### src/rtl/rob_pkg.sv
// Shared reorder-buffer types: geometry, wrap-aware pointer and controller state.
package rob_pkg;

  localparam int ROB_DEPTH = 16;
  localparam int ROB_IDX_W = 4;

  typedef struct packed {
    logic                 wrap;
    logic [ROB_IDX_W-1:0] idx;
  } rob_ptr_t;

  typedef enum logic {
    RUN  = 1'b0,
    WALK = 1'b1
  } rob_state_e;

endpackage

### src/rtl/rob_ctrl_if.sv
// Signal bundle between the ROB controller (slave) and the backend/dispatch side (master).
interface rob_ctrl_if
  import rob_pkg::*;
#(
  parameter int DEPTH = ROB_DEPTH,
  parameter int IDX_W = ROB_IDX_W
);

  logic               enq_valid;
  logic               enq_ready;
  logic [IDX_W-1:0]   enq_idx;
  logic [1:0]         wb_valid;
  logic [2*IDX_W-1:0] wb_idx;
  logic [DEPTH-1:0]   entry_enq;
  logic [DEPTH-1:0]   entry_wb;
  logic [DEPTH-1:0]   entry_release;
  logic [DEPTH-1:0]   entry_deq;
  logic [1:0]         commit_valid;
  logic [IDX_W-1:0]   commit_idx0;
  logic [IDX_W-1:0]   commit_idx1;
  logic               redirect;
  logic [IDX_W-1:0]   redirect_idx;
  logic               walk_valid;
  logic [IDX_W-1:0]   walk_idx;
  logic               busy;
  logic [IDX_W:0]     count;

  modport master (
    output enq_valid, wb_valid, wb_idx, entry_deq, redirect, redirect_idx,
    input  enq_ready, enq_idx, entry_enq, entry_wb, entry_release,
           commit_valid, commit_idx0, commit_idx1, walk_valid, walk_idx, busy, count
  );

  modport slave (
    input  enq_valid, wb_valid, wb_idx, entry_deq, redirect, redirect_idx,
    output enq_ready, enq_idx, entry_enq, entry_wb, entry_release,
           commit_valid, commit_idx0, commit_idx1, walk_valid, walk_idx, busy, count
  );

endinterface

### src/rtl/rob_ptr.sv
// Wrap-aware ROB pointer: advances by 0..2 and retreats by 0..1 each cycle.
module rob_ptr
  import rob_pkg::*;
(
  input  logic     clock,
  input  logic     reset,
  input  logic [1:0] inc,
  input  logic     dec,
  output rob_ptr_t ptr
);

  localparam int PTR_W = ROB_IDX_W + 1;

  logic [PTR_W-1:0] ptr_nxt;

  assign ptr_nxt = ptr + PTR_W'(inc) - PTR_W'(dec);

  always_ff @(posedge clock) begin
    if (reset) ptr <= '0;
    else       ptr <= rob_ptr_t'(ptr_nxt);
  end

endmodule

### src/rtl/rob_ctrl.sv
// Reorder-buffer head/tail controller: in-order allocate, dual in-order commit,
// and a one-slot-per-cycle tail walk after a redirect so rename can roll back.
module rob_ctrl
  import rob_pkg::*;
#(
  parameter int DEPTH = ROB_DEPTH,
  parameter int IDX_W = ROB_IDX_W
) (
  input  logic      clock,
  input  logic      reset,
  rob_ctrl_if.slave rob
);

  localparam int PTR_W = IDX_W + 1;

  rob_state_e       state, state_nxt;
  rob_ptr_t         head, tail;
  logic [IDX_W-1:0] keep_q;
  logic [PTR_W-1:0] occ;
  logic             full, empty;
  logic [IDX_W-1:0] head_p1, tail_m1, tail_m2, rd_off;
  logic [IDX_W-1:0] keep_idx, flush_n;
  logic             redir_ok, commit0, commit1, enq_rdy, enq_fire;
  logic             walk_act, flush_act;
  logic [1:0]       head_inc;
  logic [DEPTH-1:0] flush_mask, wb_hit, enq_vec, rel_vec;

  function automatic logic [DEPTH-1:0] onehot(input logic [IDX_W-1:0] slot);
    return DEPTH'(1) << slot;
  endfunction

  // A slot is being flushed when it lies strictly after keep and no further than span past it.
  function automatic logic in_flush(input logic [IDX_W-1:0] slot,
                                    input logic [IDX_W-1:0] keep,
                                    input logic [IDX_W-1:0] span);
    logic [IDX_W-1:0] off;
    off = slot - keep;
    return (off != '0) && (off <= span);
  endfunction

  assign occ     = PTR_W'(tail - head);
  assign full    = (tail.wrap != head.wrap) && (tail.idx == head.idx);
  assign empty   = (tail == head);
  assign head_p1 = head.idx + IDX_W'(1);
  assign tail_m1 = tail.idx - IDX_W'(1);
  assign tail_m2 = tail.idx - IDX_W'(2);
  assign rd_off  = rob.redirect_idx - head.idx;

  // Redirects pointing outside [head, tail-1] are dropped.
  assign redir_ok = (state == RUN) && rob.redirect && !empty && (PTR_W'(rd_off) < occ);

  assign head_inc = {1'b0, commit0} + {1'b0, commit1};

  rob_ptr u_head (
    .clock (clock),
    .reset (reset),
    .inc   (head_inc),
    .dec   (1'b0),
    .ptr   (head)
  );

  rob_ptr u_tail (
    .clock (clock),
    .reset (reset),
    .inc   ({1'b0, enq_fire}),
    .dec   (walk_act),
    .ptr   (tail)
  );

  always_ff @(posedge clock) begin
    if (reset) state <= RUN;
    else       state <= state_nxt;
  end

  always_ff @(posedge clock) begin
    if (reset)         keep_q <= '0;
    else if (redir_ok) keep_q <= rob.redirect_idx;
  end

  always_comb begin
    state_nxt = state;
    case (state)
      RUN:     if (redir_ok && (tail_m1 != rob.redirect_idx)) state_nxt = WALK;
      WALK:    if (tail_m2 == keep_q) state_nxt = RUN;
      default: state_nxt = RUN;
    endcase
  end

  always_comb begin
    walk_act  = (state == WALK) && !reset;
    commit0   = (state == RUN) && !redir_ok && !empty && rob.entry_deq[head.idx];
    commit1   = commit0 && (occ >= PTR_W'(2)) && rob.entry_deq[head_p1];
    // A full ROB still accepts an enq when the head retires in the same cycle.
    enq_rdy   = (state == RUN) && !redir_ok && (!full || commit0);
    enq_fire  = rob.enq_valid && enq_rdy;
    flush_act = (state == WALK) || redir_ok;
    keep_idx  = (state == WALK) ? keep_q : rob.redirect_idx;
    flush_n   = tail_m1 - keep_idx;

    flush_mask = '0;
    for (int i = 0; i < DEPTH; i++) begin
      flush_mask[i] = flush_act && in_flush(IDX_W'(i), keep_idx, flush_n);
    end

    wb_hit = '0;
    for (int p = 0; p < 2; p++) begin
      if (rob.wb_valid[p]) wb_hit = wb_hit | onehot(rob.wb_idx[p*IDX_W +: IDX_W]);
    end

    enq_vec = enq_fire ? onehot(tail.idx) : '0;

    rel_vec = '0;
    if (commit0) rel_vec = rel_vec | onehot(head.idx);
    if (commit1) rel_vec = rel_vec | onehot(head_p1);
    // The slot reallocated this cycle must not see a competing clear.
    rel_vec = rel_vec & ~enq_vec;
    if (walk_act) rel_vec = rel_vec | onehot(tail_m1);

    rob.enq_ready     = enq_rdy;
    rob.enq_idx       = tail.idx;
    rob.entry_enq     = enq_vec;
    rob.entry_wb      = wb_hit & ~flush_mask;
    rob.entry_release = rel_vec;
    rob.commit_valid  = {commit1, commit0};
    rob.commit_idx0   = commit0 ? head.idx : '0;
    rob.commit_idx1   = commit1 ? head_p1 : '0;
    rob.walk_valid    = walk_act;
    rob.walk_idx      = walk_act ? tail_m1 : '0;
    rob.busy          = (state == WALK);
    rob.count         = occ;
  end

endmodule

### src/flat_wrapper.sv
// flat-port wrapper written by rule: the top's interface ports become plain ports
module rob_ctrl_flat import rob_pkg::*;
#(
  parameter int DEPTH = ROB_DEPTH,
  parameter int IDX_W = ROB_IDX_W
)
  (clock, reset, rob_enq_valid, rob_wb_valid, rob_wb_idx, rob_entry_deq, rob_redirect, rob_redirect_idx, rob_enq_ready, rob_enq_idx, rob_entry_enq, rob_entry_wb, rob_entry_release, rob_commit_valid, rob_commit_idx0, rob_commit_idx1, rob_walk_valid, rob_walk_idx, rob_busy, rob_count);
  rob_ctrl_if #(.DEPTH(DEPTH), .IDX_W(IDX_W)) rob_i ();
  input  logic clock;
  input  logic reset;
  input wire logic [$bits(rob_i.enq_valid)-1:0] rob_enq_valid;
  input wire logic [$bits(rob_i.wb_valid)-1:0] rob_wb_valid;
  input wire logic [$bits(rob_i.wb_idx)-1:0] rob_wb_idx;
  input wire logic [$bits(rob_i.entry_deq)-1:0] rob_entry_deq;
  input wire logic [$bits(rob_i.redirect)-1:0] rob_redirect;
  input wire logic [$bits(rob_i.redirect_idx)-1:0] rob_redirect_idx;
  output wire logic [$bits(rob_i.enq_ready)-1:0] rob_enq_ready;
  output wire logic [$bits(rob_i.enq_idx)-1:0] rob_enq_idx;
  output wire logic [$bits(rob_i.entry_enq)-1:0] rob_entry_enq;
  output wire logic [$bits(rob_i.entry_wb)-1:0] rob_entry_wb;
  output wire logic [$bits(rob_i.entry_release)-1:0] rob_entry_release;
  output wire logic [$bits(rob_i.commit_valid)-1:0] rob_commit_valid;
  output wire logic [$bits(rob_i.commit_idx0)-1:0] rob_commit_idx0;
  output wire logic [$bits(rob_i.commit_idx1)-1:0] rob_commit_idx1;
  output wire logic [$bits(rob_i.walk_valid)-1:0] rob_walk_valid;
  output wire logic [$bits(rob_i.walk_idx)-1:0] rob_walk_idx;
  output wire logic [$bits(rob_i.busy)-1:0] rob_busy;
  output wire logic [$bits(rob_i.count)-1:0] rob_count;
  assign rob_i.enq_valid = rob_enq_valid;
  assign rob_i.wb_valid = rob_wb_valid;
  assign rob_i.wb_idx = rob_wb_idx;
  assign rob_i.entry_deq = rob_entry_deq;
  assign rob_i.redirect = rob_redirect;
  assign rob_i.redirect_idx = rob_redirect_idx;
  assign rob_enq_ready = rob_i.enq_ready;
  assign rob_enq_idx = rob_i.enq_idx;
  assign rob_entry_enq = rob_i.entry_enq;
  assign rob_entry_wb = rob_i.entry_wb;
  assign rob_entry_release = rob_i.entry_release;
  assign rob_commit_valid = rob_i.commit_valid;
  assign rob_commit_idx0 = rob_i.commit_idx0;
  assign rob_commit_idx1 = rob_i.commit_idx1;
  assign rob_walk_valid = rob_i.walk_valid;
  assign rob_walk_idx = rob_i.walk_idx;
  assign rob_busy = rob_i.busy;
  assign rob_count = rob_i.count;
  rob_ctrl #(.DEPTH(DEPTH), .IDX_W(IDX_W)) u_core (.clock(clock), .reset(reset), .rob(rob_i));
endmodule
### config.mk
export PLATFORM = sky130hd
export DESIGN_NAME = rob_ctrl_flat
export DESIGN_NICKNAME = d
export VERILOG_FILES = /design/src/rtl/rob_pkg.sv /design/src/rtl/rob_ctrl_if.sv /design/src/rtl/rob_ptr.sv /design/src/rtl/rob_ctrl.sv /design/src/flat_wrapper.sv
export SDC_FILE = /design/constraint.sdc
export NUM_CORES = 1
export LEC_CHECK = 0
export CAP_MARGIN = 0
export CORE_MARGIN = 1.5
export CORE_UTILIZATION = 47
export CTS_CLUSTER_DIAMETER = 30
export CTS_CLUSTER_SIZE = 20
export DETAILED_ROUTE_END_ITERATION = 7
export PLACE_DENSITY = 0.85
export SLEW_MARGIN = 20
export SYNTH_ARGS = -nofsm -noshare
export SYNTH_HDL_FRONTEND = slang
export SYNTH_HIERARCHICAL = 1
export SYNTH_SLANG_ARGS = --single-unit
### constraint.sdc
create_clock -name clock -period 4.5 [get_ports clock]
set_clock_uncertainty 0.15 [all_clocks]
set_input_delay 0.9 -clock clock [delete_from_list [all_inputs] [get_ports clock]]
set_output_delay 0.9 -clock clock [all_outputs]
set_load 0.05 [all_outputs]
# --- Word-level counts from Yosys, hierarchy flattened ---
# Index checks and enable logic that the tools add are counted.
totals:
  output_inout_bits: 74
  ff_bits: 15
  word_cells: 155
  input_bits: 34
classes:
  n_mux: 17
  order_cmp: 20
  eq_ne: 5
  add_sub_neg: 26
  n_reduce_logical: 67
  n_shift: 6
  n_bitwise: 8
op_table:
  columns: ["op", "n"]
  rows:
  - ["16-bit 2-to-1 mux", 6]
  - ["1-bit by 4-bit << shifter with 16-bit output, first input constant", 6]
  - ["4-bit less-or-equal comparator", 16]
  - ["4-bit nonzero test", 16]
  - ["16-bit bitwise OR", 3]
  - ["1-bit logical AND", 45]
  - ["16-bit AND", 2]
  - ["16-bit NOT", 2]
  - ["4-bit subtractor, first input constant", 8]
  - ["4-bit 2-to-1 mux", 4]
  - ["3-bit by 4-bit subtractor with 4-bit output, first input constant", 4]
  - ["4-bit by 5-bit less-than comparator with 1-bit output, second input constant", 2]
  - ["1-bit binary-select mux with 4-bit select", 2]
  - ["4-bit == test", 2]
  - ["1-bit by 4-bit subtractor with 4-bit output, first input constant", 2]
  - ["2-bit by 4-bit subtractor with 4-bit output, first input constant", 2]
  - ["4-bit subtractor", 2]
  - ["5-bit by 1-bit adder with 5-bit output", 1]
  - ["5-bit by 2-bit adder with 5-bit output", 1]
  - ["5-bit == test", 1]
  - ["5-bit by 2-bit greater-or-equal comparator with 1-bit output, second input constant", 1]
  - ["4-bit by 5-bit less-than comparator with 1-bit output", 1]
  - ["5-bit by 1-bit subtractor with 5-bit output", 1]
  - ["5-bit subtractor", 1]
  - ["other kinds (11)", 18]

# --- Depth between registers and ports, before layout ---
# Gate-level depths: netlist (run 1).
logic_depth:
  ltp_word: 16
  ltp_mapped: 21
  ltp_nobuf: 20

# --- Modules after synthesis ---
# Netlist (run 1), hierarchy kept.
by_module_without_submodules:
  columns: ["mod", "area_per_inst_um2", "seq_area_each_um2", "cells_each", "instances"]
  rows:
  - ["rob_ctrl", 3663.5, 100.1, 482, 1]
  - ["rob_ptr", 327.8, 100.1, 36, 2]

# --- Worst setup path after synthesis (run 1) ---
# OpenSTA, ideal clock, no wires.
synth_timing:
  kind: "flip-flop to output port"
  startpoint: "register u_core/u_tail/ptr[0] in the netlist's numbering"
  endpoint: "output port rob_entry_release[3]"
  stages_incl_launch_ff: 13
  slack_ns: -1.311
  required_ns: 3.450
  n_path_buf: 1
  arrival_time_ns: 4.761
  path_cell_list: "dfxtp_1 clkbuf_1 inv_1 ha_1 inv_1 fa_1 inv_1 ha_1 a21oi_1 o311ai_2 a21oi_2 nor3_1 o21ai_1"
synth_rtl:
  columns: ["element", "line", "rtl"]
  rows:
  - ["start: declaration", "rob_ptr.sv:9", "output rob_ptr_t ptr"]
  - ["start signal: assignment", "rob_ptr.sv:20", "else ptr <= rob_ptr_t'(ptr_nxt);"]
  - ["5-bit subtractor (*)", "rob_ctrl.sv:41", "assign occ = PTR_W'(tail - head);"]
  - ["via rob_count[1]", "flat_wrapper.sv:28", "output wire logic [$bits(rob_i.count)-1:0] rob_count;"]
  - ["4-bit by 5-bit less-than comparator with 1-bit output (*)", "rob_ctrl.sv:50", "assign redir_ok = (state == RUN) && rob.redirect && !empty && (PTR_W'(rd_off) < occ);"]
  - ["1-bit logical AND (*)", "rob_ctrl.sv:50", null]
  - ["1-bit zero test (*)", "rob_ctrl.sv:91, rob_ctrl.sv:94", null]
  - ["1-bit logical AND (*)", "rob_ctrl.sv:91, rob_ctrl.sv:94", null]
  - ["1-bit logical AND (2 in a row)", "rob_ctrl.sv:91", "commit0 = (state == RUN) && !redir_ok && !empty && rob.entry_deq[head.idx];"]
  - ["1-bit logical OR", "rob_ctrl.sv:94", "enq_rdy = (state == RUN) && !redir_ok && (!full || commit0);"]
  - ["1-bit logical AND (*)", "rob_ctrl.sv:94", null]
  - ["1-bit logical AND (*)", "rob_ctrl.sv:95", "enq_fire = rob.enq_valid && enq_rdy;"]
  - ["16-bit 2-to-1 mux (*)", "rob_ctrl.sv:110", "enq_vec = enq_fire ? onehot(tail.idx) : '0;"]
  - ["via rob_entry_enq[3]", "flat_wrapper.sv:19", "output wire logic [$bits(rob_i.entry_enq)-1:0] rob_entry_enq;"]
  - ["16-bit NOT (*)", "rob_ctrl.sv:116", "rel_vec = rel_vec & ~enq_vec;"]
  - ["16-bit AND (*)", "rob_ctrl.sv:116", null]
  - ["16-bit bitwise OR", "rob_ctrl.sv:117", "if (walk_act) rel_vec = rel_vec | onehot(tail_m1);"]
  - ["16-bit 2-to-1 mux (*)", "rob_ctrl.sv:117", null]
  - ["end: declaration", "flat_wrapper.sv:21", "output wire logic [$bits(rob_i.entry_release)-1:0] rob_entry_release;"]
# The timed path passes the listed nets; every way through them passes the cells marked *.

# --- Worst setup path in the final report (run 1) ---
layout_timing:
  startpoint: "register u_core/u_tail/ptr[1] in the netlist's numbering"
  endpoint: "output port rob_entry_wb[8]"
layout_between:
  elab_chain_len: 8
layout_lines:
  columns: ["element", "line", "rtl"]
  rows:
  - ["parallel branches: the longest is 5 deep, another holds 4-bit by 1-bit subtractor with 4-bit output", null, null]
  - ["1-bit logical AND (*)", "rob_ctrl.sv:102", "flush_mask[i] = flush_act && in_flush(IDX_W'(i), keep_idx, flush_n);"]
  - ["16-bit NOT (*)", "rob_ctrl.sv:122", "rob.entry_wb = wb_hit & ~flush_mask;"]
  - ["16-bit AND (*)", "rob_ctrl.sv:122", null]
  - ["end: declaration", "flat_wrapper.sv:20", "output wire logic [$bits(rob_i.entry_wb)-1:0] rob_entry_wb;"]
# Mark *: on every way between the ends.

==> qor.txt, run 1 <==
Row Count: 34
Synth Area per Inst: 7.80 µm²
RSZ-0062 raised after global routing: yes
post-synthesis cell type count: 61
Initial DRT Pass Iterations: 8
fin worst setup slack: -0.142 ns
Initial Util: 0.490
FF/Latch Area: 312 µm²
Final GP Congestion: 0.934
DR iter-0 viols: 739
ys flop type: dfxtp_1
Nets: 857
violated checks: design-rule violations, negative setup slack
antenna diode count: 0
worst-path fanout max: 8
total gr overflow: 0
antenna violations before repair: 0
post-detail-place hpwl: 12700 µm
area of the multi-input gates: 0.00462 mm²
Yosys top cell area share: 0.226
largest cells by area after synthesis: ha_1, dfxtp_1, a32oi_1, xnor2_1, inv_1
I/O pin count: 108
DR vias: 5935
Synth area leader: ha_1
synthesis warning total: 6
EDFF count, synth: 0
Startpoint Class: flip-flop
number of max-cap violations: 0
drt wl/cell: 25.3 µm
first-pass GRT wire length: 27000 µm
setup violators final: 46
Cells after Synth: 554
Tcrit/Tclk final: 1.03
vias per cell: 7.02
min Tclk post-route: 4.64 ns
Total Wirelength: 21300 µm
Hold WC Path Type: flip-flop to flip-flop
vias in the first global route: 5527
Worst Path Arrival: 3.59 ns
Tightest Pin Transition: 1.12 ns
CTS tree: built
Crit. End Element: output port
clock sink count: 15
CTS HTree Levels: 1
Clk Tree Root Cell: clkbuf_8
Worst EP required: 3.45 ns
most frequent cells in the layout: buf_4, ha_1, inv_1, clkdlybuf4s50_1
outcome: finished with violations
Final Hold Viols: 0
Hold Buf Count CTS: 0
Cell Area, Synth: 0.00432 mm²
die area: 0.00977 mm²
final hold slack: 0.427 ns
register area share after synthesis: 0.0695
input/output buffers: 107
largest net degree at the start of global routing: 29
residual DRC count: 8
Clock Tree Buf Depth: 2
die height: 98.9 µm
fillcell total: 411
flops & latches, synth: 15
Die Width: 98.9 µm
async set-or-reset flop fraction in the synthesized netlist: 0
fmax: 215 MHz
Reg clk slew, reported paths: 0.08 ns
crit path kind: flip-flop to output port
Num CTS Buffers: 3
Area Growth Syn to Fin: 75.4%
GRT Overall Usage: 0.338
Relative slew margins: 0.251
worst skew pair latency: 0.26 ns
DRT antenna net count: 0
max-slew violations: 0
most common cell after layout, fill and taps aside: buf_4
Core Area: 0.00881 mm²
ratio of cells with drive above 1 in the final layout: 0.422
registers in the layout, indices dropped and copies added (netlist names):
name / cells
u_core/rob.busy: 1
u_core/u_head/ptr: 5
u_core/u_tail/ptr: 5
u_core/keep_q: 4
critical path, cell delays in order (launching register included):
cell	delay, ns
dfxtp_4	0.41
clkinvlp_4	0.16
ha_4	0.34
inv_1	0.13
fa_1	0.50
xnor2_1	0.15
buf_4	0.18
ha_1	0.36
nand2_1	0.12
o21ai_1	0.24
a21oi_1	0.11
a31o_2	0.25
a31oi_4	0.15
buf_4	0.22
logic make-up after synthesis:
logic type                 Yosys count  synth area share
and+or+nand+nor                    162             0.200
AOI/OAI and AO/OA                  149             0.246
adders and majority gates           85             0.258
xor gates and xnor gates            35            0.0710
other                                1          0.000868
muxes                               22            0.0681
DFF                                 15            0.0695
buffers and inverters               85            0.0863
repair_timing:
item,4_1_cts,5_1_grt
gates resized for setup,47,83
pin swaps,6,28
setup buffers,7,11
cloned,1,5
endpoints found under the setup margin,62,58
layout make-up:
class | count | area share
flip-flops and latches | 15 | 0.0411
clock buffers | 3 | 0.00545
repair buffers | 201 | 0.291
well taps | 108 | 0.0178
multi-input cells | 455 | 0.610
inverters | 62 | 0.0337
clock inverters | 1 | 0.000661
per-stage QoR:
stage                     TNS, ns  cell area, µm²   util  cells  setup WS, ns
after floorplan           -0.0313            4860      -    555       -0.0103
after global placement     -16.39            6710  0.762    818        -0.387
after detailed placement   -22.40            6710  0.762    818        -0.521
after CTS                  -0.160            6980  0.792    830       -0.0186
after global routing        -5.20            7580  0.860    845        -0.209
final                       -2.70            7580  0.860    845        -0.142
synthesized netlist by cell type (2+ instances only):
master / n
a21boi_0: 3
clkbuf_2: 2
clkbuf_1: 10
ha_1: 78
nand2b_1: 2
buf_4: 3
a21oi_1: 42
nor3_1: 7
a31o_2: 9
nor2_1: 37
a22oi_1: 12
nand4_1: 18
a21o_1: 8
mux2_1: 2
inv_1: 61
nand3_1: 20
buf_6: 5
xor2_1: 6
and2_1: 4
nor3b_1: 2
buf_2: 2
a31oi_1: 20
fa_1: 7
dfxtp_1: 15
and3_1: 23
mux2i_1: 13
nand2_1: 22
a32oi_1: 30
and3b_1: 3
o21ai_0: 6
and2b_1: 2
a21oi_2: 3
a2111oi_2: 2
mux4_2: 4
xnor2_1: 29
o21bai_1: 2
o21ai_1: 3
nor2b_1: 14
per-layer routing:
| layer | part of all wire | track usage | up-vias | wire length, µm |
|---|---|---|---|---|
| li1 | - | - | 2419 | - |
| met1 | 0.34 | 0.400 | 2777 | 7330 |
| met2 | 0.48 | 0.608 | 559 | 10200 |
| met3 | 0.10 | 0.0348 | 180 | 2180 |
| met4 | 0.077 | 0.166 | 0 | 1630 |
| met5 | 0 | 0 | - | 0 |
path summary, 6_finish.rpt:
check / startpoint / endpoint / slack (ns) / cells past startpoint
worst max register to register: u_core/u_head/ptr[2]$_SDFF_PP0_ / u_core/u_head/ptr[4]$_SDFF_PP0_ / 0.03 / 21
worst min register to register: u_core/keep_q[0]$_SDFFE_PP0P_ / u_core/keep_q[0]$_SDFFE_PP0P_ / 0.43 / 2
worst min-delay path: u_core/keep_q[0]$_SDFFE_PP0P_ / u_core/keep_q[0]$_SDFFE_PP0P_ / 0.43 / 2
worst max-delay path: u_core/u_tail/ptr[1]$_SDFF_PP0_ / rob_entry_wb[8] / -0.14 / 13
Power of run 1 is left out: the tool's default activity adds up to more than one toggle a clock period on the data nets, which glitch-free logic cannot reach.
==> inputs of run 2 (changes only) <==
- MAX_ROUTING_LAYER: not set -> met4
==> run 2 against run 1 <==
The run still ends with design-rule violations, negative setup slack left. Hold slack improved by 0.017 ns. Maximum frequency rose by 2.5%. Final area fell by 4.9%. Global-route usage rose by 2.0 points. Cell count fell by 1.3%. First-iteration DRC count fell by 20%. Core utilization fell by 4.2 points. Count of clock-buffer cells in the layout did not move. Non-clock buffer count fell by 11. Register-to-register slack improved by 0.10 ns. Largest cell class unchanged. Highest routed layer unchanged.
==> qor.txt, run 2 (synthesized netlist as in run 1, its figures left out) <==
max-slew violations: 0
input/output buffers: 107
DR iter-0 viols: 588
total gr overflow: 0
Nets: 846
Total Wirelength: 18200 µm
Hold WC Path Type: flip-flop to flip-flop
I/O pin count: 108
Core Area: 0.00881 mm²
Num CTS Buffers: 3
largest net degree at the start of global routing: 29
antenna diode count: 0
FF/Latch Area: 312 µm²
CTS tree: built
setup violators final: 2
Relative slew margins: 0.301
DRT antenna net count: 0
residual DRC count: 8
first-pass GRT wire length: 27600 µm
min Tclk post-route: 4.53 ns
setup TNS: -0.0330 ns
Tcrit/Tclk final: 1.01
post-detail-place hpwl: 12500 µm
number of max-cap violations: 0
fmax: 221 MHz
Final GP Congestion: 0.949
Area Growth Syn to Fin: 66.8%
Row Count: 34
die area: 0.00977 mm²
vias per cell: 6.53
ratio of cells with drive above 1 in the final layout: 0.373
most common cell after layout, fill and taps aside: buf_4
Reg clk slew, reported paths: 0.07 ns
Worst EP required: 3.45 ns
Clk Tree Root Cell: clkbuf_8
Initial DRT Pass Iterations: 7
RSZ-0062 raised after global routing: yes
Worst Path Arrival: 3.48 ns
fin worst setup slack: -0.0294 ns
Hold Buf Count CTS: 0
DR vias: 5442
antenna violations before repair: 0
Initial Util: 0.490
worst skew pair latency: 0.26 ns
crit path kind: primary input to output port
violated checks: design-rule violations, negative setup slack
Startpoint Class: primary input
clock sink count: 15
most frequent cells in the layout: buf_4, ha_1, inv_1, clkdlybuf4s50_1, buf_12
worst-path fanout max: 14
area of the multi-input gates: 0.00440 mm²
die height: 98.9 µm
Crit. End Element: output port
Tightest Pin Transition: 1.05 ns
vias in the first global route: 5414
Clock Tree Buf Depth: 2
GRT Overall Usage: 0.358
outcome: finished with violations
Final Hold Viols: 0
fillcell total: 479
biggest regs: u_core/u_head/ptr (5), u_core/u_tail/ptr (5), u_core/keep_q (4)
CTS HTree Levels: 1
Die Width: 98.9 µm
drt wl/cell: 21.8 µm
-- run 2: cell types whose count changed in the layout (fill, tap and decap cells not counted), moves of 5 or more --
| cell | previous run | this run |
|---|---|---|
| nor2_2 | 1 | 6 |
| buf_4 | 93 | 88 |
| and3_1 | 9 | 17 |
| and3_4 | 14 | 5 |
| a32oi_1 | 8 | 14 |
-- run 2: final timing paths --
path / from / to / slack (ns) / cells after the start
max: rob_redirect_idx[0] / rob_entry_release[13] / -0.03 / 13
min reg2reg: u_core/keep_q[1]$_SDFFE_PP0P_ / u_core/keep_q[1]$_SDFFE_PP0P_ / 0.44 / 2
max reg2reg: u_core/u_head/ptr[0]$_SDFF_PP0_ / u_core/u_head/ptr[3]$_SDFF_PP0_ / 0.13 / 19
min: u_core/keep_q[1]$_SDFFE_PP0P_ / u_core/keep_q[1]$_SDFFE_PP0P_ / 0.44 / 2
-- run 2: cell type report --
class / instances / area share
sequential: 15 / 0.0433
timing repair buffer: 190 / 0.287
multi-input combinational: 455 / 0.611
tap: 108 / 0.0188
clock inverter: 1 / 0.000695
inverter: 62 / 0.0340
clock buffer: 3 / 0.00573
-- run 2: critical path, cell delays in order --
cell and delay, ns:
buf_8 0.11, inv_4 0.05, ha_4 0.12, inv_2 0.04
fa_1 0.48, ha_4 0.30, a21oi_4 0.06, o311ai_4 0.36
o211a_4 0.27, clkbuf_16 0.18, nand4_1 0.16, a32oi_4 0.25
buf_6 0.19
-- run 2: through the flow --
| step | hold slack [ns] | util | std cells | setup slack, ns | instance area, µm² |
|---|---|---|---|---|---|
| after floorplan | 0.358 | - | 555 | -0.0103 | 4860 |
| after global placement | 0.374 | 0.760 | 814 | -0.361 | 6690 |
| after detailed placement | 0.398 | 0.760 | 814 | -0.488 | 6690 |
| after CTS | 0.430 | 0.791 | 825 | 0.00314 | 6970 |
| after global routing | 0.458 | 0.818 | 834 | -0.0411 | 7200 |
| final | 0.444 | 0.818 | 834 | -0.0294 | 7200 |
-- run 2: routing by layer --
metal  GRT usage  wire [µm]
met1       0.417       6790
met2       0.634       9110
met3      0.0340       1400
met4       0.142        849
met5           -          0
-- run 2: repair_timing --
item / in CTS / in global routing
pin swaps: 13 / 15
gates cloned: 2 / 1
buffers inserted: 5 / 10
setup endpoints to repair: 60 / 58
resized for setup: 50 / 39
Power of run 2 is left out for the same reason.
